==> src/rtl/intercpu_pkg.sv <==
// intercpu_pkg: sizes, op codes and arbiter states shared by the inter-CPU cluster registers.
package intercpu_pkg;
  localparam int ST_COUNT = 8;
  localparam int ST_WIDTH = 64;
  localparam int SM_COUNT = 32;
  localparam logic [1:0] OP_ST  = 2'b00;
  localparam logic [1:0] OP_TAS = 2'b01;
  localparam logic [1:0] OP_CLR = 2'b10;
  localparam logic [1:0] OP_RSV = 2'b11;
  typedef enum logic [1:0] {IDLE, ACK_A, ACK_B} arb_state_e;
endpackage

==> src/rtl/intercpu_rr_arb.sv <==
// intercpu_rr_arb: 2-port round-robin arbiter; the state register doubles as the registered acks.
module intercpu_rr_arb import intercpu_pkg::*; (
  input  logic clk_i,
  input  logic rst_ni,
  input  logic req_a_i,
  input  logic req_b_i,
  output logic gnt_a_o,
  output logic gnt_b_o,
  output logic ack_a_o,
  output logic ack_b_o
);
  arb_state_e state_q;
  logic ptr_q;
  logic elig_a, elig_b;
  assign ack_a_o = state_q == ACK_A;
  assign ack_b_o = state_q == ACK_B;
  assign elig_a  = req_a_i & ~ack_a_o;
  assign elig_b  = req_b_i & ~ack_b_o;
  // ptr_q low means A owns the tie-break
  assign gnt_a_o = elig_a & (~elig_b | ~ptr_q);
  assign gnt_b_o = elig_b & (~elig_a | ptr_q);
  always_ff @(posedge clk_i or negedge rst_ni)
    if (!rst_ni) begin
      state_q <= IDLE;
      ptr_q   <= 1'b0;
    end else begin
      state_q <= gnt_a_o ? ACK_A : gnt_b_o ? ACK_B : IDLE;
      if (gnt_a_o | gnt_b_o) ptr_q <= gnt_a_o;
    end
endmodule

==> src/rtl/intercpu_cluster_regs.sv <==
// intercpu_cluster_regs: shared ST registers and optional semaphores (CRAY_ST_SEMAPHORE_EN) for two CPUs.
module intercpu_cluster_regs import intercpu_pkg::*; (
  input  logic                         i_clk,
  input  logic                         i_rst_n,
  input  logic                         i_req_a,
  input  logic [1:0]                   i_op_a,
  input  logic [4:0]                   i_idx_a,
  input  logic [63:0]                  i_data_a,
  output logic                         o_ack_a,
  output logic                         o_fail_a,
  input  logic                         i_req_b,
  input  logic [1:0]                   i_op_b,
  input  logic [4:0]                   i_idx_b,
  input  logic [63:0]                  i_data_b,
  output logic                         o_ack_b,
  output logic                         o_fail_b,
  output logic [ST_COUNT*ST_WIDTH-1:0] o_st
`ifdef CRAY_ST_SEMAPHORE_EN
  ,
  output logic [SM_COUNT-1:0]          o_sm
`endif
);
  logic gnt_a, gnt_b, go;
  logic [1:0] op;
  logic [4:0] idx;
  logic [ST_WIDTH-1:0] data;
  logic [ST_COUNT-1:0][ST_WIDTH-1:0] st_q;
  intercpu_rr_arb u_arb (
    .clk_i   (i_clk),
    .rst_ni  (i_rst_n),
    .req_a_i (i_req_a),
    .req_b_i (i_req_b),
    .gnt_a_o (gnt_a),
    .gnt_b_o (gnt_b),
    .ack_a_o (o_ack_a),
    .ack_b_o (o_ack_b)
  );
  assign go   = gnt_a | gnt_b;
  assign op   = gnt_b ? i_op_b : i_op_a;
  assign idx  = gnt_b ? i_idx_b : i_idx_a;
  assign data = gnt_b ? i_data_b : i_data_a;
  always_ff @(posedge i_clk or negedge i_rst_n)
    if (!i_rst_n) st_q <= '0;
    else if (go && op == OP_ST) st_q[idx[2:0]] <= data;
  assign o_st = st_q;
`ifdef CRAY_ST_SEMAPHORE_EN
  logic [SM_COUNT-1:0] sm_q, sm_d;
  logic fail_q, fail_d;
  always_comb begin
    sm_d   = sm_q;
    fail_d = go && op == OP_TAS && sm_q[idx];
    if (go && op == OP_TAS) sm_d[idx] = 1'b1;
    if (go && op == OP_CLR) sm_d[idx] = 1'b0;
  end
  always_ff @(posedge i_clk or negedge i_rst_n)
    if (!i_rst_n) begin
      sm_q   <= '0;
      fail_q <= 1'b0;
    end else begin
      sm_q   <= sm_d;
      fail_q <= fail_d;
    end
  // only one ack is ever high, so a single fail flag serves both ports
  assign o_fail_a = o_ack_a & fail_q;
  assign o_fail_b = o_ack_b & fail_q;
  assign o_sm     = sm_q;
`else
  logic unused_idx;
  assign unused_idx = ^idx[4:3];
  assign o_fail_a = 1'b0;
  assign o_fail_b = 1'b0;
`endif
endmodule

==> config.mk <==
export PLATFORM = sky130hd
export DESIGN_NAME = intercpu_cluster_regs
export DESIGN_NICKNAME = d
export VERILOG_FILES = /design/src/rtl/intercpu_pkg.sv /design/src/rtl/intercpu_rr_arb.sv /design/src/rtl/intercpu_cluster_regs.sv
export SDC_FILE = /design/constraint.sdc
export NUM_CORES = 1
export LEC_CHECK = 0
export ABC_AREA = 1
export CORE_AREA = 10 10 248 250
export DETAILED_ROUTE_END_ITERATION = 12
export DIE_AREA = 0 0 258 260
export DONT_BUFFER_PORTS = 1
export HOLD_SLACK_MARGIN = 0.15
export PLACE_DENSITY = 0.57
export SLEW_MARGIN = 5
export SYNTH_ARGS = -nofsm -noshare
export SYNTH_HDL_FRONTEND = slang
export SYNTH_HIERARCHICAL = 1
export SYNTH_SLANG_ARGS = --single-unit
==> constraint.sdc <==
create_clock -name i_clk -period 4.55 [get_ports i_clk]
set_input_delay 0.91 -clock i_clk [delete_from_list [all_inputs] [get_ports i_clk]]
set_output_delay 0.91 -clock i_clk [all_outputs]
set_load 0.05 [all_outputs]
Word-level counts from Yosys, hierarchy flattened
Cells that the tools add are included.
- mux-type cells: 8
- bitwise logic cells: 12
- reduce and logical (&&, ||, !) cells: 3
- eq/ne operators: 2
- magnitude comparators: 2
- operator list (cell ; number):
    bitwise mux 512 bit ; 1
    demux 64 bit (select 3 bit) ; 1
    2-to-1 mux 64 bit ; 2
    2-to-1 mux 2 bit ; 3
    inverter 1 bit ; 5
    bitwise AND 1 bit ; 4
    < comparator 3 x 4 -> 1 bit (second input constant) ; 1
    greater-or-equal comparator 3 x 1 -> 1 bit (second input constant) ; 1
    2-to-1 mux 3 bit ; 1
    OR 1 bit ; 3
    == test 2 x 1 -> 1 bit (second input constant) ; 1
    == test 2 bit (second input constant) ; 1
    logical AND 1 bit ; 2
    zero test 2 bit ; 1
- word-level logic and storage cells: 37
- input port bits: 146
- register bits: 515
- output and inout bits: 516

Logic depth before layout (Yosys ltp)
Gate-level depths: netlist (run 1).
- depth in word-level cells: 12
- gate-level depth with buffers: 14
- gate-level depth less buffers: 12

Cells and area by module
Netlist (run 1), hierarchy kept.
- modules (own cells, without submodules) (module ; area an instance (µm²) ; times used ; cells an instance):
    intercpu_cluster_regs ; 21444.3 ; 1 ; 2464
    intercpu_rr_arb ; 161.4 ; 1 ; 22

Least setup slack after synthesis (run 1)
Ideal clock, no wire load.
- path kind: input port to flip-flop
- start: in i_req_b
- end: reg st_q, in the netlist o_st[100]
- library setup time: 0.119 ns
- setup slack: 2.220 ns
- cell stages on the path: 9
- required time: 4.431 ns
- path buffers: 2
- arrival time: 2.211 ns
- cells stage by stage: a21boi_1 > nand2_1 > inv_1 > buf_6 > o21ai_4 > nand3_4 > buf_6 > nand2_1 > nand2_1
- cells in the longest elaborated chain, start to end: 8
- ends and longest elaborated chain (what ; RTL line ; RTL):
    start: declaration ; intercpu_cluster_regs.sv:11 ; input logic i_req_b,
    bitwise AND 1 bit * ; intercpu_rr_arb.sv:18 ; assign elig_b = req_b_i & ~ack_b_o;
    bitwise AND 1 bit * ; intercpu_rr_arb.sv:21 ; assign gnt_b_o = elig_b & (~elig_a | ptr_q);
    via gnt_b ; intercpu_cluster_regs.sv:23 ; logic gnt_a, gnt_b, go;
    2-to-1 mux 3 bit ; intercpu_cluster_regs.sv:40 ; assign idx = gnt_b ? i_idx_b : i_idx_a;
    < comparator 3 x 4 -> 1 bit (not written as such) or greater-or-equal comparator 3 x 1 -> 1 bit (tied branches) ; intercpu_cluster_regs.sv:44 ; else if (go && op == OP_ST) st_q[idx[2:0]] <= data;
    logical AND 1 bit (not written as such) ; intercpu_cluster_regs.sv:44 ;
    2-to-1 mux 64 bit (not written as such) ; intercpu_cluster_regs.sv:44 ;
    demux 64 bit (select 3 bit) ; intercpu_cluster_regs.sv:44 ;
    bitwise mux 512 bit ; intercpu_cluster_regs.sv:44 ;
    end signal: indexed assignment ; intercpu_cluster_regs.sv:44 ;
    end: declaration ; intercpu_cluster_regs.sv:27 ; logic [ST_COUNT-1:0][ST_WIDTH-1:0] st_q;
Mark *: on every way through the listed nets, which the timed path passes. The rest lies on a longest branch.
A chain may end at the register's enable or synchronous reset.

Final worst setup path (run 1)
- start: reg u_arb.state_q[1]
- end: reg st_q, in the netlist o_st[36]
- cells in the longest elaborated chain, start to end: 12
- ends and longest elaborated chain (what ; RTL line ; RTL):
    start: declaration ; intercpu_rr_arb.sv:12 ; arb_state_e state_q;
    start signal: assignment ; intercpu_rr_arb.sv:27 ; state_q <= gnt_a_o ? ACK_A : gnt_b_o ? ACK_B : IDLE;
    == test 2 x 1 -> 1 bit ; intercpu_rr_arb.sv:15 ; assign ack_a_o = state_q == ACK_A;
    inverter 1 bit ; intercpu_rr_arb.sv:17 ; assign elig_a = req_a_i & ~ack_a_o;
    bitwise AND 1 bit ; intercpu_rr_arb.sv:17 ;
    inverter 1 bit ; intercpu_rr_arb.sv:21 ;
    OR 1 bit ; intercpu_rr_arb.sv:21 ;
    bitwise AND 1 bit * ; intercpu_rr_arb.sv:21 ;
    via gnt_b ; intercpu_cluster_regs.sv:23 ;
    2-to-1 mux 3 bit ; intercpu_cluster_regs.sv:40 ;
    < comparator 3 x 4 -> 1 bit (not written as such) or greater-or-equal comparator 3 x 1 -> 1 bit (tied branches) ; intercpu_cluster_regs.sv:44 ;
    logical AND 1 bit (not written as such) ; intercpu_cluster_regs.sv:44 ;
    2-to-1 mux 64 bit (not written as such) ; intercpu_cluster_regs.sv:44 ;
    demux 64 bit (select 3 bit) ; intercpu_cluster_regs.sv:44 ;
    bitwise mux 512 bit ; intercpu_cluster_regs.sv:44 ;
Marked as above.

==> tab_implementation.tex, run 1 <==
\begin{tabular}{lr}
\hline
Metric & Value \\
\hline
\multicolumn{2}{l}{\textbf{Floorplan}} \\
Width of the die & 258 um \\
Std-Cell Core Area & 56300 um\^{}2 \\
Floorplan die area & 67100 um\^{}2 \\
Count of pins on the block boundary & 662 \\
Cell Rows & 87 \\
Die Y-Extent & 260 um \\
Starting utilization of the core area & 0.384 \\
\multicolumn{2}{l}{\textbf{Clock network}} \\
Root buffer cell & clkbuf\_16 \\
Maximum count of clock buffers along a single path & 3 \\
Worst-Skew Late Latency & 600 ps \\
Clock sink total & 515 \\
Post-CTS Setup Repair Bufs & 0 \\
Htree depth & 2 \\
Number of clock buffers inserted by TritonCTS & 53 \\
Post-CTS clock slew at the launch and capture registers of the worst setup and hold paths & 60 ps \\
Number of resized instances in the post-cts repair step & 0 \\
TritonCTS clock tree & built \\
\multicolumn{2}{l}{\textbf{Final layout}} \\
Fillers & 5613 \\
Commonest cells after routing, fill and taps aside & nand2\_1, dfrtp\_1, nand3\_1, clkbuf\_16, buf\_4 \\
Layout-stage area growth over the synthesis result & 9.23\% \\
Final-stage net count & 2555 \\
Post-route cell area & 23600 um\^{}2 \\
Layout cell share with drive strength beyond 1 & 0.0613 \\
Most frequent standard cell in the layout excluding fill and tap cells & nand2\_1 \\
Diode count & 0 \\
\multicolumn{2}{l}{\textbf{Yosys}} \\
Compound-Gate Fraction of Synth Area & 0.00180 \\
Multiplexer share of the synthesized area & 0 \\
Cell taking the most area after synthesis & dfrtp\_1 \\
Dominant cells by area after synthesis & dfrtp\_1, nand2\_1, nand3\_1 \\
Post-synthesis average cell area & 8.69 um\^{}2 \\
Flop and latch count out of synthesis & 515 \\
Register area share after synthesis & 0.596 \\
Number of distinct library cells after synthesis & 22 \\
Share of the synthesized area in the top cell type & 0.596 \\
Cell count after synthesis & 2486 \\
Yosys warns & 6 \\
Area share of xor/xnor cells in the synthesized design & 0 \\
Main combinational cell family by area after synthesis & simple AND/OR/NAND/NOR gates \\
Post-Synth Adder-Cell Area & 0 \\
Post-synthesis simple-gate area fraction & 0.348 \\
Post-Syn Area & 21600 um\^{}2 \\
\multicolumn{2}{l}{\textbf{Critical path}} \\
Largest incremental delay on the critical path & 700 ps \\
Crit path max-delay cell type & o21a\_1 \\
Crit path required time & 5040 ps \\
Startpoint Class & flip-flop \\
Crit path from & u\_arb/state\_q[1] \\
Arrival time of the worst setup path & 3850 ps \\
Largest fanout on the critical path & 40 \\
Logic depth of the worst register-to-register path & 11 \\
R2R Path Start & u\_arb/state\_q[1] \\
Cells along the critical path & inv\_1 > nand2\_1 > nand3\_2 > nand2\_1 > clkinv\_2 > buf\_4 > o21a\_1 > nand3\_4 > buf\_4 > nand2\_1 > nand2\_1 \\
Most repeated library cell on the critical path & nand2\_1 \\
Endpoint of the worst register-to-register path & o\_st[36] \\
Kind of capture point of the worst setup path & flip-flop \\
Classification of the worst setup path & reg2reg \\
R2R setup slack & 1190 ps \\
\multicolumn{2}{l}{\textbf{Place}} \\
Count of buffers from port buffering & 0 \\
Final weighted congestion in routability-driven placement & 0.846 \\
Cell area after placement & 21900 um\^{}2 \\
Final HPWL from detailed placement & 55.8 mm \\
\multicolumn{2}{l}{\textbf{Timing}} \\
Setup-violating endpoint count in the final report & 0 \\
Fmax & 298 MHz \\
Post-Route Setup TNS & 0 ps \\
Count of endpoints failing hold in the final timing report & 0 \\
Share of the clock period used by the worst path after layout & 0.738 \\
Fin. max-slew vios & 228 \\
Clock Skew & 23.3 ps \\
Setup repair after global routing missed its margin & no \\
Period minus WS final & 3360 ps \\
Slew @ Worst Pin & 2080 ps \\
Rel. slew slack & -0.384 \\
\multicolumn{2}{l}{\textbf{Global route}} \\
Overall overflow remaining after global route & 0 \\
Via count of the first global-routing pass & 16500 \\
Wire length of the first global-routing pass & 119 mm \\
Initial antenna violation count & 2 \\
Largest net degree at the start of global routing & 516 \\
Overall fraction of global-route tracks in use & 0.236 \\
\multicolumn{2}{l}{\textbf{Power}} \\
Cell leakage power & 12.9 nW \\
IR drop worst, VDD & 0.387 mV \\
Power density over the cells & 908 nW/um\^{}2 \\
\multicolumn{2}{l}{\textbf{Run status}} \\
Violated checks & slew limit \\
Status & complete, but fails checks \\
\multicolumn{2}{l}{\textbf{Detailed routing}} \\
First-iteration detailed-routing DRC count & 2227 \\
Routed length per placed instance & 25.8 um \\
Number of remaining DRC errors & 0 \\
Number of search-and-repair iterations in the first detailed-routing pass & 6 \\
Detailed-route vias per instance & 5.46 \\
Post-route antenna net violation count & 0 \\
Final wirelength & 82.5 mm \\
Via count & 17500 \\
\multicolumn{2}{l}{\textbf{Flow run}} \\
Max-cap check violation count & 0 \\
\multicolumn{2}{l}{\textbf{Min path}} \\
Worst min path class & in2async \\
\hline
\end{tabular}
## sequential cells by signal, indices dropped and copies added (netlist names)
name	count
o_st	512
u_arb/ptr_q	1
u_arb/state_q	2
## cell families after synthesis
family	Yosys count
AO/OA/AOI/OAI	4
buffers and inverters	187
other	1
flip-flops	515
AND/OR/NAND/NOR	1779
## report_power, final
part | switching, mW | internal (mW) | total [mW]
registers | 8.12 | 6.17 | 14.3
logic | 1.97 | 0.815 | 2.78
clock network | 1.83 | 2.51 | 4.34
## area by class of cell
class | instances | area (um^2) | area share
Inverter | 16 | 61.3 | 0.00260
Timing Repair Buffer | 38 | 398 | 0.0169
Clock inverter | 14 | 159 | 0.00673
Sequential cell | 515 | 12900 | 0.546
Multi-Input combinational cell | 1785 | 7600 | 0.322
Tap cell | 756 | 946 | 0.0401
Clock buffer | 80 | 1550 | 0.0656
## cells in the mapped netlist, drive strengths merged
library cell,count
a21boi,2
nand2,1242
nand3b,1
nor2,14
o21a,1
dfrtp,515
buf,170
conb,1
inv,16
nand3,522
clkbuf,1
o21ai,1
## metal layers
layer / global-route usage / vias to the layer above / wire, um / part of all wire
li1: - / 7761 / - / -
met1: 0.275 / 8636 / 29700 / 0.36
met2: 0.391 / 948 / 39900 / 0.48
met3: 0.0963 / 143 / 10200 / 0.12
met4: 0.0773 / 4 / 2680 / 0.032
met5: 0 / - / 38 / 0.00046
## stage by stage
| stage | hold WS (ps) | utilization | worst slack, ps | power [mW] | instances |
|---|---|---|---|---|---|
| 6_report | 13.3 | 0.419 | 1190 | 21.4 | 3204 |
| 5_1_grt | -15.7 | 0.419 | 978 | 22.3 | 3204 |
| 4_1_cts | -5.42 | 0.419 | 1170 | 21.5 | 3204 |
| 3_5_place_dp | 493 | 0.389 | 710 | 17.2 | 3110 |
| 3_3_place_gp | 485 | 0.389 | 766 | 17.1 | 3110 |
| 2_1_floorplan | 463 | - | 2220 | 15.5 | 2487 |
## critical path: cells and delay by family, from the launching register on
kind / cells / cell delay (ps)
compound gates: 1 / 700
buf+inv: 4 / 1130
flops: 1 / 390
simple gates: 6 / 930
## worst max-delay path by stage
stage	slack (ps)	depth (start not counted)	to
2_1_floorplan	2220	9	o_st[100]
3_3_place_gp	770	9	o_st[39]
3_5_place_dp	710	9	o_st[36]
4_1_cts	1170	11	o_st[31]
5_1_grt	980	11	o_st[42]
6_report	1190	11	o_st[36]
Power figures use the tool's default switching activity.
==> inputs of run 2 (changes only) <==
- clock period: 4.55 -> 3.3 ns (I/O delays scaled with it)
==> tab_implementation.tex, run 2 (synthesized netlist as in run 1, its figures left out) <==
\begin{tabular}{lr}
\hline
Metric & Value \\
\hline
\multicolumn{2}{l}{\textbf{Critical path}} \\
Kind of capture point of the worst setup path & flip-flop \\
Cell type group with the largest total delay on the critical path & simple AND/OR/NAND/NOR gates \\
Crit path required time & 3780 ps \\
Number of buffer and inverter stages on the critical path & 3 \\
Largest incremental delay on the critical path & 690 ps \\
Crit path max-delay cell type & o21a\_1 \\
Largest fanout on the critical path & 45 \\
Arrival time of the worst setup path & 3330 ps \\
Most repeated library cell on the critical path & nand2\_1 \\
Cells along the critical path & inv\_1 > nand2\_1 > nand3\_2 > nand2\_1 > clkinv\_2 > nand2\_1 > o21a\_1 > nand3\_4 > buf\_4 > nand2\_1 > nand2\_1 \\
Startpoint Class & flip-flop \\
Classification of the worst setup path & reg2reg \\
\multicolumn{2}{l}{\textbf{Final layout}} \\
Layout cell share with drive strength beyond 1 & 0.0667 \\
Commonest cells after routing, fill and taps aside & nand2\_1, dfrtp\_1, nand3\_1, clkbuf\_16, buf\_4 \\
Layout-stage area growth over the synthesis result & 9.81\% \\
Fillers & 5582 \\
Largest register FFs & 512 \\
Final-stage net count & 2563 \\
Diode count & 0 \\
Finished Core Util & 0.422 \\
Most frequent standard cell in the layout excluding fill and tap cells & nand2\_1 \\
\multicolumn{2}{l}{\textbf{Place}} \\
Placement Setup Slack & 279 ps \\
Final weighted congestion in routability-driven placement & 0.843 \\
Final HPWL from detailed placement & 55.8 mm \\
Count of buffers from port buffering & 0 \\
\multicolumn{2}{l}{\textbf{Timing}} \\
Worst hold slack across all endpoints & -231 ps \\
Setup repair after global routing missed its margin & no \\
Setup-violating endpoint count in the final report & 0 \\
Share of the clock period used by the worst path after layout & 0.866 \\
Fin. max-slew vios & 231 \\
Worst setup margin & 441 ps \\
Rel. slew slack & -0.444 \\
Period minus WS final & 2860 ps \\
Slew @ Worst Pin & 2170 ps \\
Fmax & 350 MHz \\
Clock Skew & 10.6 ps \\
Count of endpoints failing hold in the final timing report & 236 \\
Post-Route Setup TNS & 0 ps \\
\multicolumn{2}{l}{\textbf{Clock network}} \\
Maximum count of clock buffers along a single path & 3 \\
Number of resized instances in the post-cts repair step & 0 \\
Post-CTS clock slew at the launch and capture registers of the worst setup and hold paths & 60 ps \\
Post-CTS Setup Repair Bufs & 0 \\
Clock sink total & 515 \\
TritonCTS clock tree & built \\
Root buffer cell & clkbuf\_16 \\
Number of clock buffers inserted by TritonCTS & 53 \\
Htree depth & 2 \\
Worst-Skew Late Latency & 590 ps \\
\multicolumn{2}{l}{\textbf{Power}} \\
Cell leakage power & 13.0 nW \\
Power density over the cells & 1250 nW/um\^{}2 \\
IR drop worst, VDD & 0.649 mV \\
Total Power & 29.7 mW \\
\multicolumn{2}{l}{\textbf{Detailed routing}} \\
Number of search-and-repair iterations in the first detailed-routing pass & 7 \\
Routed length per placed instance & 25.9 um \\
Detailed-route vias per instance & 5.50 \\
Number of remaining DRC errors & 0 \\
Via count & 17700 \\
Post-route antenna net violation count & 0 \\
First-iteration detailed-routing DRC count & 2052 \\
Final wirelength & 83.1 mm \\
\multicolumn{2}{l}{\textbf{Run status}} \\
Violated checks & hold timing, slew limit \\
Status & complete, but fails checks \\
\multicolumn{2}{l}{\textbf{Floorplan}} \\
Std-Cell Core Area & 56300 um\^{}2 \\
Width of the die & 258 um \\
Die Y-Extent & 260 um \\
Starting utilization of the core area & 0.384 \\
Cell Rows & 87 \\
Floorplan die area & 67100 um\^{}2 \\
Count of pins on the block boundary & 662 \\
\multicolumn{2}{l}{\textbf{Global route}} \\
Overall overflow remaining after global route & 0 \\
Initial antenna violation count & 2 \\
Via count of the first global-routing pass & 16800 \\
Wire length of the first global-routing pass & 120 mm \\
Overall fraction of global-route tracks in use & 0.236 \\
Largest net degree at the start of global routing & 516 \\
\multicolumn{2}{l}{\textbf{Min path}} \\
Worst min path class & in2async \\
\multicolumn{2}{l}{\textbf{Flow run}} \\
Max-cap check violation count & 0 \\
\hline
\end{tabular}
run 2: cell count changes in the layout (fill, tap and decap cells not counted):
| cell | delta |
|---|---|
| clkbuf_8 | +3 |
| buf_4 | +9 |
| clkinv_2 | +1 |
| buf_12 | -1 |
| clkbuf_16 | +2 |
| clkbuf_1 | -5 |
| clkinv_4 | +2 |
| inv_6 | -1 |
| clkinvlp_4 | -1 |
run 2: worst reg2reg max path: stages, from the launching register on:
cell      delay (ps)
dfrtp_1          380
inv_1             70
nand2_1           90
nand3_2           80
nand2_1          100
clkinv_2         310
nand2_1          270
o21a_1           690
nand3_4          120
buf_4            350
nand2_1          210
nand2_1           60
run 2: per-stage QoR:
stage | cell area [um^2] | cells | hold WS, ps
final | 23700 | 3213 | -231
after global routing | 23700 | 3213 | -267
after CTS | 23700 | 3213 | -255
after detailed placement | 21900 | 3118 | 381
after global placement | 21900 | 3118 | 383
after floorplan | 21600 | 2487 | 364
run 2: worst paths after layout:
check | start | end | slack [ps] | cells past startpoint
max | u_arb/state_q[1] | o_st[284] | 440 | 11
min | i_rst_n | o_st[198] | -230 | 0
max reg2reg | u_arb/state_q[1] | o_st[284] | 440 | 11
min reg2reg | u_arb/ptr_q | u_arb/ptr_q | 520 | 2
max in group asynchronous | i_rst_n | o_st[178] | 1830 | 0
min in group i_clk | i_req_a | u_arb/ptr_q | 220 | 2
run 2: power by group:
| part | total [mW] | switching (mW) | internal, mW |
|---|---|---|---|
| Sequential | 19.7 | 11.2 | 8.51 |
| Clock | 6.18 | 2.57 | 3.61 |
| Combinational | 3.85 | 2.72 | 1.13 |
| Total | 29.7 | 16.5 | 13.3 |
run 2: cell type report:
type	instances	area [um^2]	share of cell area
clock inverters	15	165	0.00696
inverters	16	61.3	0.00258
well taps	756	946	0.0399
repair buffers	46	445	0.0188
flip-flops and latches	515	12900	0.543
clock buffers	80	1620	0.0683
multi-input cells	1785	7600	0.320
run 2: layer usage:
layer,wire length [um],track usage
met1,29600,0.277
met2,41000,0.397
met3,10200,0.0939
met4,2160,0.0652
met5,32,0
